File: src/rtl/sensor_link_seq.sv
// sensor_link_seq: measure -> settle -> stream sensor bytes -> collect reply bytes.
// Receive-timeout path (timer, ERRO state, erro flag) is built only with SEQ_RX_TIMEOUT_EN.
module sensor_link_seq #(
  parameter int N_SENSORS        = 3,
  parameter int BYTES_PER_SENSOR = 4,
  parameter int N_RX             = 3,
  parameter int WAIT_CYCLES      = 50000000,
  parameter int RX_TIMEOUT       = 100000000,
  localparam int SW = (N_SENSORS > 1) ? $clog2(N_SENSORS) : 1,
  localparam int BW = (BYTES_PER_SENSOR > 1) ? $clog2(BYTES_PER_SENSOR) : 1,
  localparam int RW = (N_RX > 1) ? $clog2(N_RX) : 1,
  localparam int WW = (WAIT_CYCLES > 1) ? $clog2(WAIT_CYCLES) : 1,
  localparam int TW = (RX_TIMEOUT > 1) ? $clog2(RX_TIMEOUT) : 1
) (
  input  logic          clock,
  input  logic          reset,
  input  logic          jogar,
  input  logic          modo_continuo,
  input  logic          pronto_serial,
  input  logic          pronto_recepcao,
  output logic          medir,
  output logic          partida_tx,
  output logic [SW-1:0] sensor_idx,
  output logic [BW-1:0] byte_idx,
  output logic [RW-1:0] rx_idx,
  output logic          pronto,
  output logic          erro,
  output logic [3:0]    db_estado
);

  typedef enum logic [3:0] {
    S_IDLE       = 4'd0,
    S_MEDIR      = 4'd1,
    S_ESPERA     = 4'd2,
    S_ENVIA      = 4'd3,
    S_AGUARDA_TX = 4'd4,
    S_PROX_BYTE  = 4'd5,
    S_ESPERA_RX  = 4'd6,
    S_PROX_RX    = 4'd7,
    S_FINAL      = 4'd8,
    S_ERRO       = 4'd9
  } state_t;

  state_t        state_q;
  logic [SW-1:0] sensor_q;
  logic [BW-1:0] byte_q;
  logic [RW-1:0] rx_q;
  logic [WW-1:0] wait_q;
  logic          medir_q;
  logic          partida_q;
  logic          pronto_q;
`ifdef SEQ_RX_TIMEOUT_EN
  logic [TW-1:0] tmo_q;
  logic          erro_q;
`endif

  // Pulse outputs are registered: each appears the cycle after the state that produces it.
  always_ff @(posedge clock) begin
    if (reset) begin
      state_q   <= S_IDLE;
      sensor_q  <= '0;
      byte_q    <= '0;
      rx_q      <= '0;
      wait_q    <= '0;
      medir_q   <= 1'b0;
      partida_q <= 1'b0;
      pronto_q  <= 1'b0;
`ifdef SEQ_RX_TIMEOUT_EN
      tmo_q     <= '0;
      erro_q    <= 1'b0;
`endif
    end else begin
      medir_q   <= 1'b0;
      partida_q <= 1'b0;
      pronto_q  <= 1'b0;
      case (state_q)
        S_IDLE: begin
          sensor_q <= '0;
          byte_q   <= '0;
          rx_q     <= '0;
          wait_q   <= '0;
`ifdef SEQ_RX_TIMEOUT_EN
          tmo_q    <= '0;
`endif
          if (jogar) begin
            state_q <= S_MEDIR;
`ifdef SEQ_RX_TIMEOUT_EN
            erro_q  <= 1'b0;
`endif
          end
        end
        S_MEDIR: begin
          medir_q <= 1'b1;
          state_q <= S_ESPERA;
        end
        S_ESPERA: begin
          if (wait_q == WW'(WAIT_CYCLES - 1)) begin
            wait_q  <= '0;
            state_q <= S_ENVIA;
          end else begin
            wait_q <= wait_q + 1'b1;
          end
        end
        S_ENVIA: begin
          partida_q <= 1'b1;
          state_q   <= S_AGUARDA_TX;
        end
        S_AGUARDA_TX: begin
          if (pronto_serial) state_q <= S_PROX_BYTE;
        end
        S_PROX_BYTE: begin
          if (byte_q == BW'(BYTES_PER_SENSOR - 1)) begin
            if (sensor_q == SW'(N_SENSORS - 1)) begin
              state_q <= S_ESPERA_RX;
            end else begin
              byte_q   <= '0;
              sensor_q <= sensor_q + 1'b1;
              state_q  <= S_ENVIA;
            end
          end else begin
            byte_q  <= byte_q + 1'b1;
            state_q <= S_ENVIA;
          end
        end
        S_ESPERA_RX: begin
          // A reply byte arriving on the expiry cycle still counts.
          if (pronto_recepcao) begin
            state_q <= S_PROX_RX;
`ifdef SEQ_RX_TIMEOUT_EN
          end else if (tmo_q == TW'(RX_TIMEOUT - 1)) begin
            state_q <= S_ERRO;
          end else begin
            tmo_q <= tmo_q + 1'b1;
`endif
          end
        end
        S_PROX_RX: begin
`ifdef SEQ_RX_TIMEOUT_EN
          tmo_q <= '0;
`endif
          if (rx_q == RW'(N_RX - 1)) begin
            state_q <= S_FINAL;
          end else begin
            rx_q    <= rx_q + 1'b1;
            state_q <= S_ESPERA_RX;
          end
        end
        S_FINAL: begin
          pronto_q <= 1'b1;
          sensor_q <= '0;
          byte_q   <= '0;
          rx_q     <= '0;
          state_q  <= modo_continuo ? S_MEDIR : S_IDLE;
        end
`ifdef SEQ_RX_TIMEOUT_EN
        S_ERRO: begin
          erro_q   <= 1'b1;
          sensor_q <= '0;
          byte_q   <= '0;
          rx_q     <= '0;
          state_q  <= S_IDLE;
        end
`endif
        default: state_q <= S_IDLE;
      endcase
    end
  end

  assign medir      = medir_q;
  assign partida_tx = partida_q;
  assign pronto     = pronto_q;
  assign sensor_idx = sensor_q;
  assign byte_idx   = byte_q;
  assign rx_idx     = rx_q;
  assign db_estado  = state_q;

`ifdef SEQ_RX_TIMEOUT_EN
  assign erro = erro_q;
`else
  logic [31:0] unused_rx_timeout;
  assign unused_rx_timeout = RX_TIMEOUT;
  assign erro = 1'b0;
`endif

endmodule

File: config.mk
export PLATFORM = sky130hd
export DESIGN_NAME = sensor_link_seq
export DESIGN_NICKNAME = d
export VERILOG_FILES = /design/src/rtl/sensor_link_seq.sv
export SDC_FILE = /design/constraint.sdc
export NUM_CORES = 1
export LEC_CHECK = 0
export CAP_MARGIN = 5
export CELL_PAD_IN_SITES_DETAIL_PLACEMENT = 1
export CELL_PAD_IN_SITES_GLOBAL_PLACEMENT = 1
export CORE_ASPECT_RATIO = 1.1
export CORE_MARGIN = 8
export CORE_UTILIZATION = 42
export DETAILED_ROUTE_END_ITERATION = 7
export PLACE_DENSITY_LB_ADDON = 0.1
export SETUP_SLACK_MARGIN = 0.3
export SLEW_MARGIN = 15
export SYNTH_ARGS = -nofsm -noshare
export SYNTH_HDL_FRONTEND = slang
export SYNTH_SLANG_ARGS = --single-unit
export TNS_END_PERCENT = 10
File: constraint.sdc
create_clock -name clock -period 2.2 [get_ports clock]
set_input_delay 0.22 -clock clock [delete_from_list [all_inputs] [get_ports clock]]
set_output_delay 0.22 -clock clock [all_outputs]
set_load 0.1 [all_outputs]
== Word level (Yosys, flattened, before mapping) ==
Index checks and enable logic that the tools add are counted.

* Bits of input ports: 6
* Word-level logic and storage cells: 63
* Register bits after elaboration: 39

* Add/subtract/negate cells: 4
* Equal/unequal tests: 20
* Reduce and logical (&&, ||, !) cells: 9
* Mux-type cells: 22

{| class="wikitable"
|+ Operators with widths
! operator !! number
|-
| case mux 26 bit (2 select lines) || 1
|-
| case mux 4 bit (9 select lines) || 1
|-
| adder 26 x 1 -> 26 bit (second input constant) || 1
|-
| == test 26 bit (second input constant) || 1
|-
| two-way mux 26 bit || 1
|-
| two-way mux 4 bit || 6
|-
| == test 4 x 3 -> 1 bit (second input constant) || 4
|-
| != test 2 bit (second input constant) || 7
|-
| case mux 2 bit (2 select lines) || 3
|-
| two-way mux 2 bit || 5
|-
| == test 4 x 2 -> 1 bit (second input constant) || 2
|-
| adder 2 x 1 -> 2 bit (second input constant) || 3
|-
| == test 2 bit (second input constant) || 3
|-
| nonzero test 2 bit || 3
|-
| == test 4 x 1 -> 1 bit (second input constant) || 1
|-
| == test 4 bit (second input constant) || 1
|-
| logical NOT 4 bit || 1
|-
| two-way mux 1 bit || 4
|-
| AND reduction 2 bit || 2
|-
| AND reduction 4 bit || 1
|-
| two-way mux 3 bit || 1
|-
| != test 3 bit (second input constant) || 1
|-
| AND reduction 3 bit || 1
|-
| OR reduction 2 bit || 1
|}

== Longest topological paths before layout ==
* Word-level depth: 4
* Depth in mapped cells: 7
* Depth with buffers taken out: 7

== Worst setup path after synthesis ==
Ideal clock, no wire load.

* Path kind: flip-flop to flip-flop
* Start: register state_q[1] (netlist: db_estado[1])
* End: register wait_q[19]
* Buffers on the path: 2
* Required time: 2.126 ns
* Cell stages (with the launch flop): 8
* Setup slack: -0.208 ns
* Library setup time: 0.074 ns
* Period minus slack after synthesis: 2.408 ns
* Arrival time: 2.334 ns
* Cells stage by stage: dfxtp_1 > clkbuf_1 > nor2b_1 > nand2_1 > a21oi_2 > clkbuf_1 > a31oi_1 > a31oi_1

* Longest elaborated chain between the ends: 2
* Elaborated cells between the ends (all ways): 4
* Those cells by class: eq/ne: 1; mux: 1; reduce/logical: 2

{| class="wikitable"
|+ Ends and longest elaborated chain
! item !! line !! text
|-
| from (decl) || 44 || <nowiki>state_t state_q;</nowiki>
|-
| from (signal assigned) || 153 || <nowiki>state_q <= modo_continuo ? S_MEDIR : S_IDLE;</nowiki>
|-
| == test 4 x 2 -> 1 bit / logical NOT 4 bit (equally long branches) || 76 || <nowiki>case (state_q)</nowiki>
|-
| case mux 26 bit (2 select lines) / nonzero test 2 bit (equally long branches) || -- ||
|-
| to (signal assigned) || 101 || <nowiki>wait_q <= wait_q + 1'b1;</nowiki>
|-
| to (decl) || 48 || <nowiki>logic [WW-1:0] wait_q;</nowiki>
|}

Parallel ways exist; a longest one is shown, timed or not.
A chain may end at the register's enable or synchronous reset.

== Worst setup path in the final report ==
* Start: register wait_q[16]
* End: register state_q[0] (netlist: db_estado[0])

* Longest elaborated chain between the ends: 3

{| class="wikitable"
|+ Ends and longest elaborated chain
! item !! line !! text
|-
| == test 26 bit || 97 || <nowiki>if (wait_q == WW'(WAIT_CYCLES - 1)) begin</nowiki>
|-
| != test 2 bit (no line) || -- ||
|-
| AND reduction 4 bit (no line) || -- ||
|}

Every way passes these cells.

==> metrics.md <==
| Metric | Value |
|---|---|
| CP endpoint kind | `flip-flop` |
| Final Skew | `0.009124 ns` |
| CP max FO | `3` |
| TritonCTS clock tree | `done` |
| Multi-input gate area | `~1200 µm²` |
| Synth-to-layout area growth | `22.25%` |
| RSZ-0062 raised after global routing | `yes` |
| Filler Cells Inserted | `between 500 and 600` |
| Final Max Slew Viols | `0` |
| Clock latency on the worst-skew pair | `roughly 0.30 ns` |
| Worst-path clk slew | `0.08 ns` |
| Peak supply drop | `0.4302 mV` |
| First-pass GRT wire length | `9.549 mm` |
| RePlAce Congestion | `between 0.7 and 0.8` |
| Tightest Pin Transition | `0.5495 ns` |
| Final HPWL DP | `4.184 mm` |
| Avg WL per Cell | `17.01 µm` |
| Predominant post-synthesis flop cell | `dfxtp_1` |
| Num Clock Sinks | `39` |
| Rel. slew slack | `63.23%` |
| Mean Syn Cell Area | `8.130 µm²` |
| Synth area leader | `dfxtp_1` |
| Pwr per Cell Area | `between 700 and 800 nW/µm²` |
| Buffers added on ports | `18` |
| Setup TNS | `0 ns` |
| Post-placement setup slack | `0.06869 ns` |
| DRC Markers | `0` |
| Starting Density | `43.52%` |
| DRT antenna net count | `0` |
| Synthesized cell area | `just over 2000 µm²` |
| Cell variety after synth | `47` |
| Synth top area share | `38.57%` |
| Status | `complete, no violations` |
| Rows | `26` |
| WS Path Type | `flip-flop to flip-flop` |
| Critical path data required time | `2.38 ns` |
| Post-synth EDFFs | `0` |
| Slowest cell on crit path | `or4_4` |
| Ys async rst share | `0%` |
| Clock root cell | `clkbuf_8` |
| Top post-synthesis cells by area | `dfxtp_1 (39%), nor2_1 (5.6%), a21oi_1 (4.9%), ha_1 (3.7%), nand4_1 (3.7%)` |
| Syn nets | `around 260` |
| Synth Register Bits | `39` |
| Critical Path Max Stage Delay | `0.54 ns` |
| CP Launch Type | `flip-flop` |
| Finished Core Util | `53.20%` |
| Chip width | `82.20 µm` |
| Worst Path Arrival | `2.17 ns` |
| Worst hold path class | `flip-flop to flip-flop` |
| Largest net degree at the start of global routing | `20` |
| H-tree Lvls | `2` |
| Syn Inst Count | `249` |
| Final layout net count | `296` |
| CP top delay family | `simple AND/OR/NAND/NOR gates` |
| Max-cap viol count | `0` |
| Static leakage | `just over 0.9 nW` |
| Final setup margin | `between 0.2 and 0.25 ns` |
| Hold buffers post-CTS | `0` |
| Tmin final | `1.986 ns` |
| CTS Buf Count | `5` |
| Final setup violating endpoints | `0` |
| Fmax | `~500 MHz` |
| Fin crit share | `roughly nine tenths` |
| Clock Path Buffers | `2` |
| YS warnings | `0` |
| DRT iter0 DRCs | `88` |
| Routed wire length | `5.799 mm` |
| Core area | `4652 µm²` |
| Grt ovf | `0` |
| Initial antenna violation count | `0` |
| GRT Util Overall | `16.61%` |
| Routed vias/inst | `5.768` |
| N_diodes | `0` |
| Worst Path Buf+Inv | `0` |
| Vias in the first global route | `2015` |
| Pre-antenna DRT Iters | `4` |
| Die H | `88.82 µm` |
| CP Cell Sequence | `or4_4 > nor4_4 > nand2_2 > o2111a_1 > a2111oi_2` |
| Total area of sequential cells | `794.5 µm²` |
| Fin. Hold Viols | `0` |
| Die area | `7300 µm²` |
| Boundary pin count | `20` |
| DR vias | `1967` |
| Layout cells sized above 1 | `about a fifth` |
| Sequential area share after synthesis | `38.57%` |
## report_power, final
group          internal (mW)  leakage [nW]  switching, mW
Clock                  0.222        0.0412          0.264
Combinational          0.162         0.548          0.373
Sequential             0.738         0.319         0.0558
Total                   1.12         0.908          0.693
## worst min-delay path: cells and delay by family, from the launching register on
family                 cells  cell delay (ns)
flip-flops                 1             0.32
buffers and inverters      1             0.06
AO/OA/AOI/OAI              1             0.08
## cells in the final DEF (no fill, tap or decap), types with 3 or more instances in the layout
master / netlist / routed
a21oi_1: 20 / 20
a31oi_1: 10 / 10
and3_1: 6 / 6
and3b_1: 3 / 3
buf_4: 1 / 32
clkbuf_8: 0 / 5
clkdlybuf4s50_1: 0 / 5
dfxtp_1: 39 / 32
dfxtp_2: 0 / 5
ha_1: 6 / 6
inv_1: 9 / 9
nand2_1: 17 / 17
nand2b_1: 3 / 3
nand3_1: 10 / 10
nand3b_1: 4 / 4
nand4_1: 12 / 12
nor2_1: 30 / 30
nor3_1: 8 / 8
nor4_1: 3 / 3
o21ai_0: 14 / 14
or3_1: 9 / 9
xnor2_1: 4 / 4
xor2_1: 3 / 3
## registers in the layout (all words and copies together) (netlist names)
signal	cells
partida_tx	1
byte_idx	2
sensor_idx	2
db_estado	4
rx_idx	2
wait_q	26
medir	1
pronto	1
## area by class of cell
| type | count | area share, % |
|---|---|---|
| inverters | 9 | 1.365 |
| well taps | 56 | 2.831 |
| clock inverters | 2 | 0.5056 |
| clock buffers | 6 | 2.932 |
| repair buffers | 38 | 12.18 |
| flip-flops and latches | 39 | 32.10 |
| multi-input cells | 191 | 48.08 |
## logic make-up (layout without fill, tap and decap cells)
family | count (synthesis) | in the layout | share of synthesized area (%)
AOI/OAI and AO/OA | 59 | 59 | 18.17
xor gates and xnor gates | 7 | 7 | 3.028
adders and majority gates | 6 | 6 | 3.708
buffers and inverters | 19 | 55 | 3.770
DFF | 39 | 39 | 38.57
muxes | 2 | 2 | 0.9889
other | 1 | 1 | 0.1852
and+or+nand+nor | 116 | 116 | 31.58
## cells in the mapped netlist, types with 6 or more instances
cell type	instances
a21oi_1	20
a31oi_1	10
and3_1	6
clkbuf_1	7
dfxtp_1	39
ha_1	6
inv_1	9
nand2_1	17
nand3_1	10
nand4_1	12
nor2_1	30
nor3_1	8
o21ai_0	14
or3_1	9
## final timing paths
kind                                              start                   endpoint  slack [ns]  depth (start not counted)
worst max-delay path            wait_q[16]$_SDFFE_PP0P_  db_estado[0]$_SDFFE_PP0P_        0.21                          5
worst min-delay path            wait_q[23]$_SDFFE_PP0P_    wait_q[23]$_SDFFE_PP0P_        0.50                          2
worst max register to register  wait_q[16]$_SDFFE_PP0P_  db_estado[0]$_SDFFE_PP0P_        0.21                          5
worst min register to register  wait_q[23]$_SDFFE_PP0P_    wait_q[23]$_SDFFE_PP0P_        0.50                          2
## stage by stage
step / std cells / power [mW] / cell area, µm² / hold slack [ns]
3_3_place_gp: 326 / 1.329 / 2316 / 0.4715
4_1_cts: 339 / 1.830 / 2456 / 0.5031
6_report: 341 / 1.814 / 2475 / 0.4966
3_5_place_dp: 326 / 1.336 / 2316 / 0.4892
5_1_grt: 341 / 1.908 / 2475 / 0.5291
2_1_floorplan: 249 / 1.186 / 2046 / 0.2814
## what timing repair did
| action | CTS | global route |
|---|---|---|
| hold endpoints to repair | 0 | 0 |
| pin swaps | 6 | 1 |
| setup endpoints to repair | 22 | 25 |
| buffers inserted | 5 | 2 |
| resized for setup | 3 | 1 |
## per-layer routing
| metal | wire [µm] | vias to the layer above | part of all wire (%) | track usage (%) |
|---|---|---|---|---|
| met5 | 0 | - | 0 | 0 |
| met4 | 119 | 0 | 2.1 | 6.709 |
| met3 | 124 | 12 | 2.1 | 3.049 |
| met2 | 2942 | 29 | 51 | 28.01 |
| met1 | 2613 | 951 | 45 | 20.01 |
| li1 | - | 975 | - | - |
(Power assumes the default switching activity.)
